### src/rtl/aes_in_loader_pkg.sv
// Shared widths, state encoding and phase helper for the AES input loader.
// Optional feature macro used by the loader: KEY_REUSE_EN.
package aes_in_loader_pkg;

    localparam int AES_W  = 128;
    localparam int WORD_W = 32;
    localparam int NWORDS = AES_W / WORD_W;

    localparam logic [1:0] S_LOAD_KEY  = 2'd0;
    localparam logic [1:0] S_LOAD_DATA = 2'd1;
    localparam logic [1:0] S_LAUNCH    = 2'd2;
    localparam logic [1:0] S_WAIT      = 2'd3;

    typedef enum logic [1:0] {
        ST_LOAD_KEY  = S_LOAD_KEY,
        ST_LOAD_DATA = S_LOAD_DATA,
        ST_LAUNCH    = S_LAUNCH,
        ST_WAIT      = S_WAIT
    } state_t;

    // True when the word tag matches the operand currently being loaded.
    function automatic logic tag_ok(input state_t st, input logic is_key);
        case (st)
            ST_LOAD_KEY:  return is_key;
            ST_LOAD_DATA: return ~is_key;
            default:      return 1'b0;
        endcase
    endfunction

endpackage

### src/rtl/aes_in_loader_word_packer.sv
// Packs four 32-bit words MSW-first into a 128-bit operand register;
// wrap flags the write of the last word.
module aes_in_loader_word_packer
    import aes_in_loader_pkg::*;
(
    input  logic                clk,
    input  logic                reset,
    input  logic                we,
    input  logic [WORD_W-1:0]   din,
    output logic [AES_W-1:0]    data,
    output logic                wrap
);

    logic [1:0]         cnt_r;
    logic [AES_W-1:0]   data_r;

    // Slot counter and word insertion; untouched slots keep their old contents.
    always_ff @(posedge clk or posedge reset) begin
        if (reset) begin
            cnt_r  <= 2'd0;
            data_r <= {AES_W{1'b0}};
        end else if (we) begin
            cnt_r <= cnt_r + 2'd1;
            case (cnt_r)
                2'd0:    data_r[127:96] <= din;
                2'd1:    data_r[95:64]  <= din;
                2'd2:    data_r[63:32]  <= din;
                2'd3:    data_r[31:0]   <= din;
                default: data_r         <= data_r;
            endcase
        end else begin
            cnt_r  <= cnt_r;
            data_r <= data_r;
        end
    end

    assign data = data_r;
    assign wrap = we & (cnt_r == 2'(NWORDS - 1));

endmodule

### src/rtl/aes_in_loader.sv
// Assembles key and plaintext from a tagged word stream, launches the AES core
// and holds operands until done. Optional macro: KEY_REUSE_EN (adds key_hold).
module aes_in_loader
    import aes_in_loader_pkg::*;
(
    input  logic                clk,
    input  logic                reset,
    input  logic [WORD_W-1:0]   din,
    input  logic                din_valid,
    input  logic                din_is_key,
    output logic                din_ready,
    output logic [AES_W-1:0]    blk_out,
    output logic [AES_W-1:0]    key_out,
    output logic                start,
    input  logic                done,
`ifdef KEY_REUSE_EN
    input  logic                key_hold,
`endif
    output logic                busy,
    output logic                err
);

    state_t state_r;
    logic   start_r;
    logic   busy_r;
    logic   err_r;
    logic   accept_s;
    logic   match_s;
    logic   key_we_s;
    logic   blk_we_s;
    logic   key_wrap_s;
    logic   blk_wrap_s;
    state_t after_done_s;

    assign din_ready = ~reset & ((state_r == ST_LOAD_KEY) | (state_r == ST_LOAD_DATA));
    assign accept_s  = din_valid & din_ready;
    assign match_s   = tag_ok(state_r, din_is_key);
    assign key_we_s  = accept_s & match_s & (state_r == ST_LOAD_KEY);
    assign blk_we_s  = accept_s & match_s & (state_r == ST_LOAD_DATA);

`ifdef KEY_REUSE_EN
    assign after_done_s = key_hold ? ST_LOAD_DATA : ST_LOAD_KEY;
`else
    assign after_done_s = ST_LOAD_KEY;
`endif

    aes_in_loader_word_packer u_key_packer (
        .clk   (clk),
        .reset (reset),
        .we    (key_we_s),
        .din   (din),
        .data  (key_out),
        .wrap  (key_wrap_s)
    );

    aes_in_loader_word_packer u_blk_packer (
        .clk   (clk),
        .reset (reset),
        .we    (blk_we_s),
        .din   (din),
        .data  (blk_out),
        .wrap  (blk_wrap_s)
    );

    // Control FSM: start is a registered one-cycle pulse coinciding with LAUNCH.
    always_ff @(posedge clk or posedge reset) begin
        if (reset) begin
            state_r <= ST_LOAD_KEY;
            start_r <= 1'b0;
            busy_r  <= 1'b0;
            err_r   <= 1'b0;
        end else begin
            if (accept_s & ~match_s) begin
                err_r <= 1'b1;
            end else begin
                err_r <= err_r;
            end
            case (state_r)
                ST_LOAD_KEY: begin
                    start_r <= 1'b0;
                    busy_r  <= busy_r | accept_s;
                    state_r <= key_wrap_s ? ST_LOAD_DATA : ST_LOAD_KEY;
                end
                ST_LOAD_DATA: begin
                    start_r <= blk_wrap_s;
                    busy_r  <= busy_r | accept_s;
                    state_r <= blk_wrap_s ? ST_LAUNCH : ST_LOAD_DATA;
                end
                ST_LAUNCH: begin
                    // done here is ignored: the core needs at least one cycle
                    start_r <= 1'b0;
                    busy_r  <= busy_r;
                    state_r <= ST_WAIT;
                end
                ST_WAIT: begin
                    start_r <= 1'b0;
                    if (done) begin
                        busy_r  <= 1'b0;
                        state_r <= after_done_s;
                    end else begin
                        busy_r  <= busy_r;
                        state_r <= ST_WAIT;
                    end
                end
                default: begin
                    start_r <= 1'b0;
                    busy_r  <= 1'b0;
                    state_r <= ST_LOAD_KEY;
                end
            endcase
        end
    end

    assign start = start_r;
    assign busy  = busy_r;
    assign err   = err_r;

endmodule

### config.mk
export PLATFORM = sky130hd
export DESIGN_NAME = aes_in_loader
export DESIGN_NICKNAME = d
export VERILOG_FILES = /design/src/rtl/aes_in_loader_pkg.sv /design/src/rtl/aes_in_loader_word_packer.sv /design/src/rtl/aes_in_loader.sv
export SDC_FILE = /design/constraint.sdc
export NUM_CORES = 1
export LEC_CHECK = 0
export ABC_AREA = 1
export CAP_MARGIN = 10
export CELL_PAD_IN_SITES_DETAIL_PLACEMENT = 0
export CELL_PAD_IN_SITES_GLOBAL_PLACEMENT = 1
export CORE_ASPECT_RATIO = 1.5
export CORE_MARGIN = 5
export CORE_UTILIZATION = 38
export DETAILED_ROUTE_END_ITERATION = 16
export HOLD_SLACK_MARGIN = 0.06
export PLACE_DENSITY_LB_ADDON = 0.15
export SLEW_MARGIN = 20
export SYNTH_ARGS = -nofsm -noshare
export SYNTH_HDL_FRONTEND = slang
export SYNTH_SLANG_ARGS = --single-unit
export TNS_END_PERCENT = 10
### constraint.sdc
create_clock -name clk -period 17.4 [get_ports clk]
set_clock_uncertainty 0.2 [all_clocks]
set_input_delay 3.48 -clock clk [delete_from_list [all_inputs] [get_ports clk]]
set_output_delay 3.48 -clock clk [all_outputs]
set_load 0.03 [all_outputs]
* Word-level counts from Yosys, hierarchy flattened *
Cells that the tools add are included.

storage, ports and cells
  word-level logic and storage cells = 62
  bits in registers = 265
  output and inout bits = 260

operators by class
  $add $sub $neg = 2
  bitwise operators = 14
  reductions and logical operators = 14
  multiplexer cells = 8
  eq/ne operators = 10

operator list
  operator               count
  $reduce_and A2 Y1      9
  $eq A2 B2 Y1 const B   6
  $and A1 B1 Y1          8
  $pmux W2 S4            1
  $eq A2 B1 Y1 const B   3
  $logic_not A2 Y1       3
  $pmux W1 S2            3
  $add A2 B1 Y2 const B  2
  $mux W2                2
  $not A1 Y1             4
  $reduce_or A3 Y1       1
  $mux W1                2
  $ne A2 B2 Y1 const B   1
  $or A1 B1 Y1           2
  $reduce_or A2 Y1       1

* Logic depth before layout (Yosys ltp) *
Gate-level depths: netlist of the first run.

  depth after elaboration = 9
  depth in mapped cells = 8

* Cells and area by module *
Synthesis of the first run repeated with hierarchy kept, for this count alone.

second synthesis, totals
  cell total of the unflattened synthesis = 1180
  area total of the unflattened synthesis = 10575.1 µm²

modules (own cells, without submodules)
  module                     area each (µm²)  cells an instance  times used  sequential area each (µm²)
  aes_in_loader_word_packer  5162.5           575                2           3253.1
  aes_in_loader              250.2            30                 1           125.1

* Least setup slack after synthesis of the first run *
No wires, ideal clock.

  path kind = input to output
  start point = in reset
  end point = out din_ready
  buffers on the path = 0
  stages = 1
  arrival time = 3.677 ns
  setup slack = 10.043 ns
  path through = nor2_4

between the ends
  word-level cells in the longest chain between the ends = 2

ends and longest elaborated chain
  what           line                 source
  from (decl)    aes_in_loader.sv:7   input logic reset,
  $not A1 Y1     aes_in_loader.sv:35  assign din_ready = ~reset & ((state_r == ST_LOAD_KEY) | (state_r == ST_LOAD_DATA));
  $and A1 B1 Y1  aes_in_loader.sv:35
  to (decl)      aes_in_loader.sv:11  output logic din_ready,

No other way between the ends.

* Worst setup path in the final report of the first run *
Ends and elaborated chain as after synthesis.

==> results.py, run 1 <==
metrics = {
    "setup_path": {
        "critPathKind": "in -> out",
        "worstSetupStartpointType": "primary input",
        "rr_endpoint": "u_blk_packer.data[123]",
        "required_ns": 13.72,
        "r2r_slack_ns": 14.37,
        "crit_arrival_ns": 4.88,
        "crit_path_max_fanout": 3,
        "ff2ff_path_depth": 6,
        "r2r_start": "state_r[1]",
        "crit_path_end_kind": "output port",
    },
    "floorplanning": {
        "pin_count": 297,
        "num_rows": 75,
        "die_area_um2": 31820,
        "core_um2": 27960,
        "initial_core_util_pct": 38.44,
        "die_x_um": 147.3,
        "fp.dieH_um": 216.0,
    },
    "synthesis": {
        "syn-instance-count": 1205,
        "synthAdderAreaFrac_pct": 0.9312,
        "yosysSeqAreaShare_pct": 61.69,
        "synth_xor_area_share_pct": 0.08148,
        "synth_seq_cells": 265,
        "yosys.cell_types.count": 18,
        "syn_area_per_cell_um2": 8.920,
        "synth_top_family_by_area": "simple AND/OR/NAND/NOR gates",
        "synth.net_count": 1250,
        "synth_compound_area_share_pct": 0.2095,
        "yosysWarnings": 0,
        "synth.area.mux_share_pct": 0,
        "syn-cell-area_um2": 10750,
        "synth-simple-area-share_pct": 31.23,
    },
    "clock_tree": {
        "tritoncts": "yes",
        "cts_hold_buf": 0,
        "clk_latency_ns": 0.54,
        "postCtsSetupBuffers": 0,
        "clockRootBuffer": "clkbuf_16",
        "cts_buffers": 27,
        "path_clk_slew_ns": 0.06,
        "cts_buffer_depth": 3,
        "cts.htree.levels": 1,
        "cts_sinks": 265,
        "cts_resized": 0,
    },
    "sta": {
        "drv_slew": 0,
        "setup_tns_ns": 0,
        "setup_violations": 0,
        "fmax_ghz": 0.1169,
        "timing.final.crit_share_pct": 49.18,
        "tightestPinTransition_ns": 1.011,
        "rsz0062_at_grt": "false",
        "post-route-min-period_ns": 8.557,
        "slew_headroom_pct": 32.45,
        "finalHoldViolations": 0,
    },
    "finish": {
        "syn2layout_area_growth_pct": 35.56,
        "drive_above_1_share_pct": 4.778,
        "fin_nets": 1471,
        "layout_common_cells": "531 x nand2_1, 296 x clkdlybuf4s50_1, 265 x dfrtp_1",
        "antenna_cells": 0,
        "final_common_cell": "nand2_1",
        "final_core_util_pct": 52.11,
        "final_cells": 1790,
    },
    "place": {
        "io_buffers": 296,
        "place_congestion": 0.8057,
        "dp.final_hpwl_mm": 24.02,
        "placed_cells": 1743,
    },
    "drt": {
        "drt_pass1_iterations": 4,
        "vias_per_cell": 5.044,
        "drc_errors": 0,
        "wl_per_cell_um": 20.77,
        "ant_nets": 0,
        "drt-total-wl_mm": 37.18,
        "routed-via-count": 9029,
        "drtIter0Drc": 572,
    },
    "pwr": {
        "p_per_area_nw_per_um2": 217.0,
        "ir_drop_v": 0.0001043,
        "p_leak_uw": 0.007320,
    },
    "global_routing": {
        "grt_antenna_before_repair": 0,
        "grt_usage_pct": 23.01,
        "grt_max_degree": 135,
        "grt_overflow": 0,
        "grt_pass1_wl_mm": 57.28,
        "grt_pass1_vias": 8916,
    },
    "min_path": {
        "min_path_cells": 2,
        "whs_endpoint": "u_key_packer.data[38]",
        "hp-class": "reg -> reg",
        "min-delay-start": "u_key_packer.data[38]",
    },
    "outcome": {
        "status": "completed",
    },
    "job": {
        "maxCapViolCount": 0,
    },
}
power by group:
part / internal, uW / switching [uW]
Sequential: 878 / 156
Combinational: 559 / 980
Clock: 340 / 249
Total: 1780 / 1390
stage by stage:
stage	hold WS, ns	instance area, um2	power, uW	worst slack, ns
5_1_grt	0.2884	14570	3330	8.818
2_1_floorplan	0.2932	10750	1881	6.423
3_5_place_dp	0.2571	13690	2595	8.841
3_3_place_gp	0.2533	13690	2581	8.838
6_report	0.2675	14570	3162	8.843
4_1_cts	0.2724	14570	3196	8.836
cell usage after synthesis, drive strengths merged:
library cell    n  area share (%)
nand4           1           0.058
nand3         260              12
nand2         532              19
nor2            6            0.42
clkbuf         54             2.1
inv            12            0.42
o21bai          1           0.070
ha              8            0.93
xor2            1           0.081
dfrtp         265              62
buf            62             3.3
o21ai           3            0.14
worst max-delay path by stage:
stage / depth (start not counted) / startpoint / endpoint
2_1_floorplan: 1 / reset / busy
3_3_place_gp: 3 / reset / din_ready
3_5_place_dp: 3 / reset / din_ready
4_1_cts: 3 / reset / din_ready
5_1_grt: 3 / reset / din_ready
6_report: 3 / reset / din_ready
kinds of logic (layout without fill, tap and decap cells):
kind of cell,count (synthesis),count (layout)
DFF,265,265
and+or+nand+nor,799,799
xor gates and xnor gates,1,1
buffers and inverters,128,367
AOI/OAI and AO/OA,4,4
adders and majority gates,8,8
sequential cells by signal, summed over array words and instances, names as in the netlist:
| signal | cells |
|---|---|
| busy | 1 |
| err | 1 |
| start | 1 |
| state_r | 2 |
| u_blk_packer.cnt_r | 2 |
| u_blk_packer.data | 128 |
| u_key_packer.cnt_r | 2 |
| u_key_packer.data | 128 |
routing by layer:
| layer | vias up | wire (um) | GRT usage, % |
|---|---|---|---|
| met4 | 0 | 999 | 6.623 |
| met1 | 4402 | 15040 | 29.74 |
| li1 | 4249 | - | - |
| met2 | 320 | 18720 | 39.29 |
| met5 | - | 0 | 0 |
| met3 | 58 | 2421 | 4.637 |
critical path, cell delays in order:
cell             delay, ns
clkdlybuf4s50_1       0.54
nor2_4                0.17
clkdlybuf4s50_1       0.69
cell type report:
class                           instances  area [um2]
Clock buffer                           37       773.2
Clock inverter                         10       112.6
Fill cell                            2680       13390
Inverter                               12       52.55
Multi-Input combinational cell        812        3516
Sequential cell                       265        6631
Tap cell                              346       432.9
Timing Repair Buffer                  308        3053
Power figures use the tool's default switching activity.
==> run 2: changes to the inputs <==
- CORE_UTILIZATION: 38 -> 32
- clock period: 17.4 -> 7.2 ns (I/O delays scaled with it)
==> run 2 against run 1 <==
  * Register-to-register slack got worse by 10 ns
  * Die area grew 18%
  * Combinational power rose by 140%
  * Clock-buffer cell count increased by 9
  * Total power increased by 140%
  * Worst setup slack lost 6.1 ns
  * Final area increased by 1.2%
  * First-iteration DRC count down 8.4%
  * Cell count increased by 4.3%
  * Clock power is 150% higher
  * Sequential power rose by 140%
  * Critical endpoint unchanged
  * Highest routed layer unchanged
==> results.py, run 2 (synthesized netlist as in run 1, its figures left out) <==
metrics = {
    "pwr": {
        "p_leak_uw": 0.007347,
        "ir_drop_v": 0.0002492,
        "p_sw_share_pct": 43.65,
        "p_seq_share_pct": 32.5,
        "power_frac_clock_pct": 19.1,
        "p_per_area_nw_per_um2": 523.5,
        "internal-power_uw": 4349,
        "p_sw_uw": 3369,
        "power_frac_comb_pct": 48.4,
    },
    "floorplanning": {
        "initial_core_util_pct": 32.24,
        "pin_count": 297,
        "num_rows": 82,
        "fp.dieH_um": 234.5,
        "core_um2": 33340,
        "die_x_um": 159.6,
        "die_area_um2": 37430,
    },
    "finish": {
        "syn2layout_area_growth_pct": 37.16,
        "antenna_cells": 0,
        "drive_above_1_share_pct": 4.838,
        "final_common_cell": "nand2_1",
        "final_core_util_pct": 44.21,
        "fin_nets": 1472,
        "layout_common_cells": "530 x nand2_1, 296 x clkdlybuf4s50_1, 265 x dfrtp_1",
    },
    "sta": {
        "finalHoldViolations": 0,
        "post-route-min-period_ns": 4.435,
        "fmax_ghz": 0.2255,
        "slew_headroom_pct": 34.39,
        "setup_tns_ns": 0,
        "setup_violations": 0,
        "timing.final.crit_share_pct": 61.60,
        "tightestPinTransition_ns": 0.9830,
        "drv_slew": 0,
        "rsz0062_at_grt": "false",
    },
    "drt": {
        "drt-total-wl_mm": 39.31,
        "wl_per_cell_um": 21.05,
        "vias_per_cell": 4.789,
        "routed-via-count": 8941,
        "ant_nets": 0,
        "drtIter0Drc": 524,
        "drc_errors": 0,
        "drt_pass1_iterations": 5,
    },
    "global_routing": {
        "grt_antenna_before_repair": 0,
        "grt_pass1_wl_mm": 58.97,
        "grt_overflow": 0,
        "grt_pass1_vias": 8919,
        "grt_max_degree": 141,
        "grt_usage_pct": 20.34,
    },
    "clock_tree": {
        "tritoncts": "yes",
        "cts_resized": 0,
        "cts_hold_buf": 0,
        "clk_latency_ns": 0.54,
        "cts.htree.levels": 1,
        "path_clk_slew_ns": 0.06,
        "cts_buffer_depth": 3,
        "cts_buffers": 28,
        "postCtsSetupBuffers": 0,
        "cts_sinks": 265,
        "clockRootBuffer": "clkbuf_16",
    },
    "setup_path": {
        "critPathKind": "in -> out",
        "crit_path_end_kind": "output port",
        "required_ns": 5.56,
        "crit_arrival_ns": 2.80,
        "cp_top_family": "buffers and inverters",
        "worstSetupStartpointType": "primary input",
        "rr_endpoint": "u_key_packer.data[59]",
        "crit_chain": "clkdlybuf4s50_1 -> nor2_4 -> clkdlybuf4s50_1",
        "slowest_stage": "clkdlybuf4s50_1",
        "crit_top_cell": "clkdlybuf4s50_1",
        "cpPeakStageDelay_ns": 0.69,
        "r2r_start": "state_r[1]",
        "ff2ff_path_depth": 7,
        "r2r_slack_ns": 4.13,
        "cp_num_buf_inv": 2,
        "crit_path_max_fanout": 3,
    },
    "min_path": {
        "min_path_cells": 2,
        "whs_endpoint": "u_key_packer.data[72]",
        "min-delay-start": "u_key_packer.data[72]",
        "hp-class": "reg -> reg",
    },
    "job": {
        "maxCapViolCount": 0,
    },
    "place": {
        "dp.final_hpwl_mm": 25.44,
        "io_buffers": 296,
        "place_congestion": 0.7820,
    },
    "outcome": {
        "status": "completed",
    },
}
[run 2: how the worst max path moves through the flow]
stage	start	endpoint	slack (ns)	cells past startpoint
after floorplan	reset	busy	2.06	1
final	reset	din_ready	2.76	3
after global placement	reset	u_key_packer.data[114]	2.72	8
after global routing	reset	din_ready	2.73	3
after detailed placement	reset	u_key_packer.cnt_r[1]	2.65	7
after CTS	reset	din_ready	2.76	3
[run 2: area by class of cell]
class                      instances  area [um2]
inverter                          12       48.80
sequential                       265        6631
fill                            3230       18600
clock buffer                      46       889.6
clock inverter                     4       51.30
timing repair buffer             308        3078
tap                              420       525.5
multi-input combinational        812        3518
[run 2: tightest hold or removal path: stages (launching register included)]
cell     delay (ns)
dfrtp_1        0.34
nand2_1        0.05
nand2_1        0.04
[run 2: metal layers]
metal / global-route usage, % / share of wire (%) / vias up
met2: 35.58 / 51 / 247
met3: 4.799 / 6.3 / 39
met1: 25.81 / 41 / 4408
met5: 0 / 0 / -
li1: - / - / 4247
met4: 4.478 / 1.7 / 0
[run 2: power by group through the flow]
stage	Sequential, uW	Clock (uW)	Combinational (uW)
6_report	2510	1470	3730
4_1_cts	2510	1530	3790
3_3_place_gp	2510	0	3760
5_1_grt	2580	1580	3980
2_1_floorplan	3710	0	835
3_5_place_dp	2520	0	3790
[run 2: stage by stage]
stage | std cells | cell area (um2) | setup slack, ns | power, uW | hold WS [ns]
floorplan | 1205 | 10750 | 2.062 | 4546 | 0.2932
global placement | 1817 | 13800 | 2.718 | 6278 | 0.2528
detailed placement | 1817 | 13800 | 2.646 | 6309 | 0.2571
CTS | 1867 | 14740 | 2.757 | 7833 | 0.2731
global route | 1867 | 14740 | 2.733 | 8142 | 0.2805
finish | 1867 | 14740 | 2.765 | 7718 | 0.2676
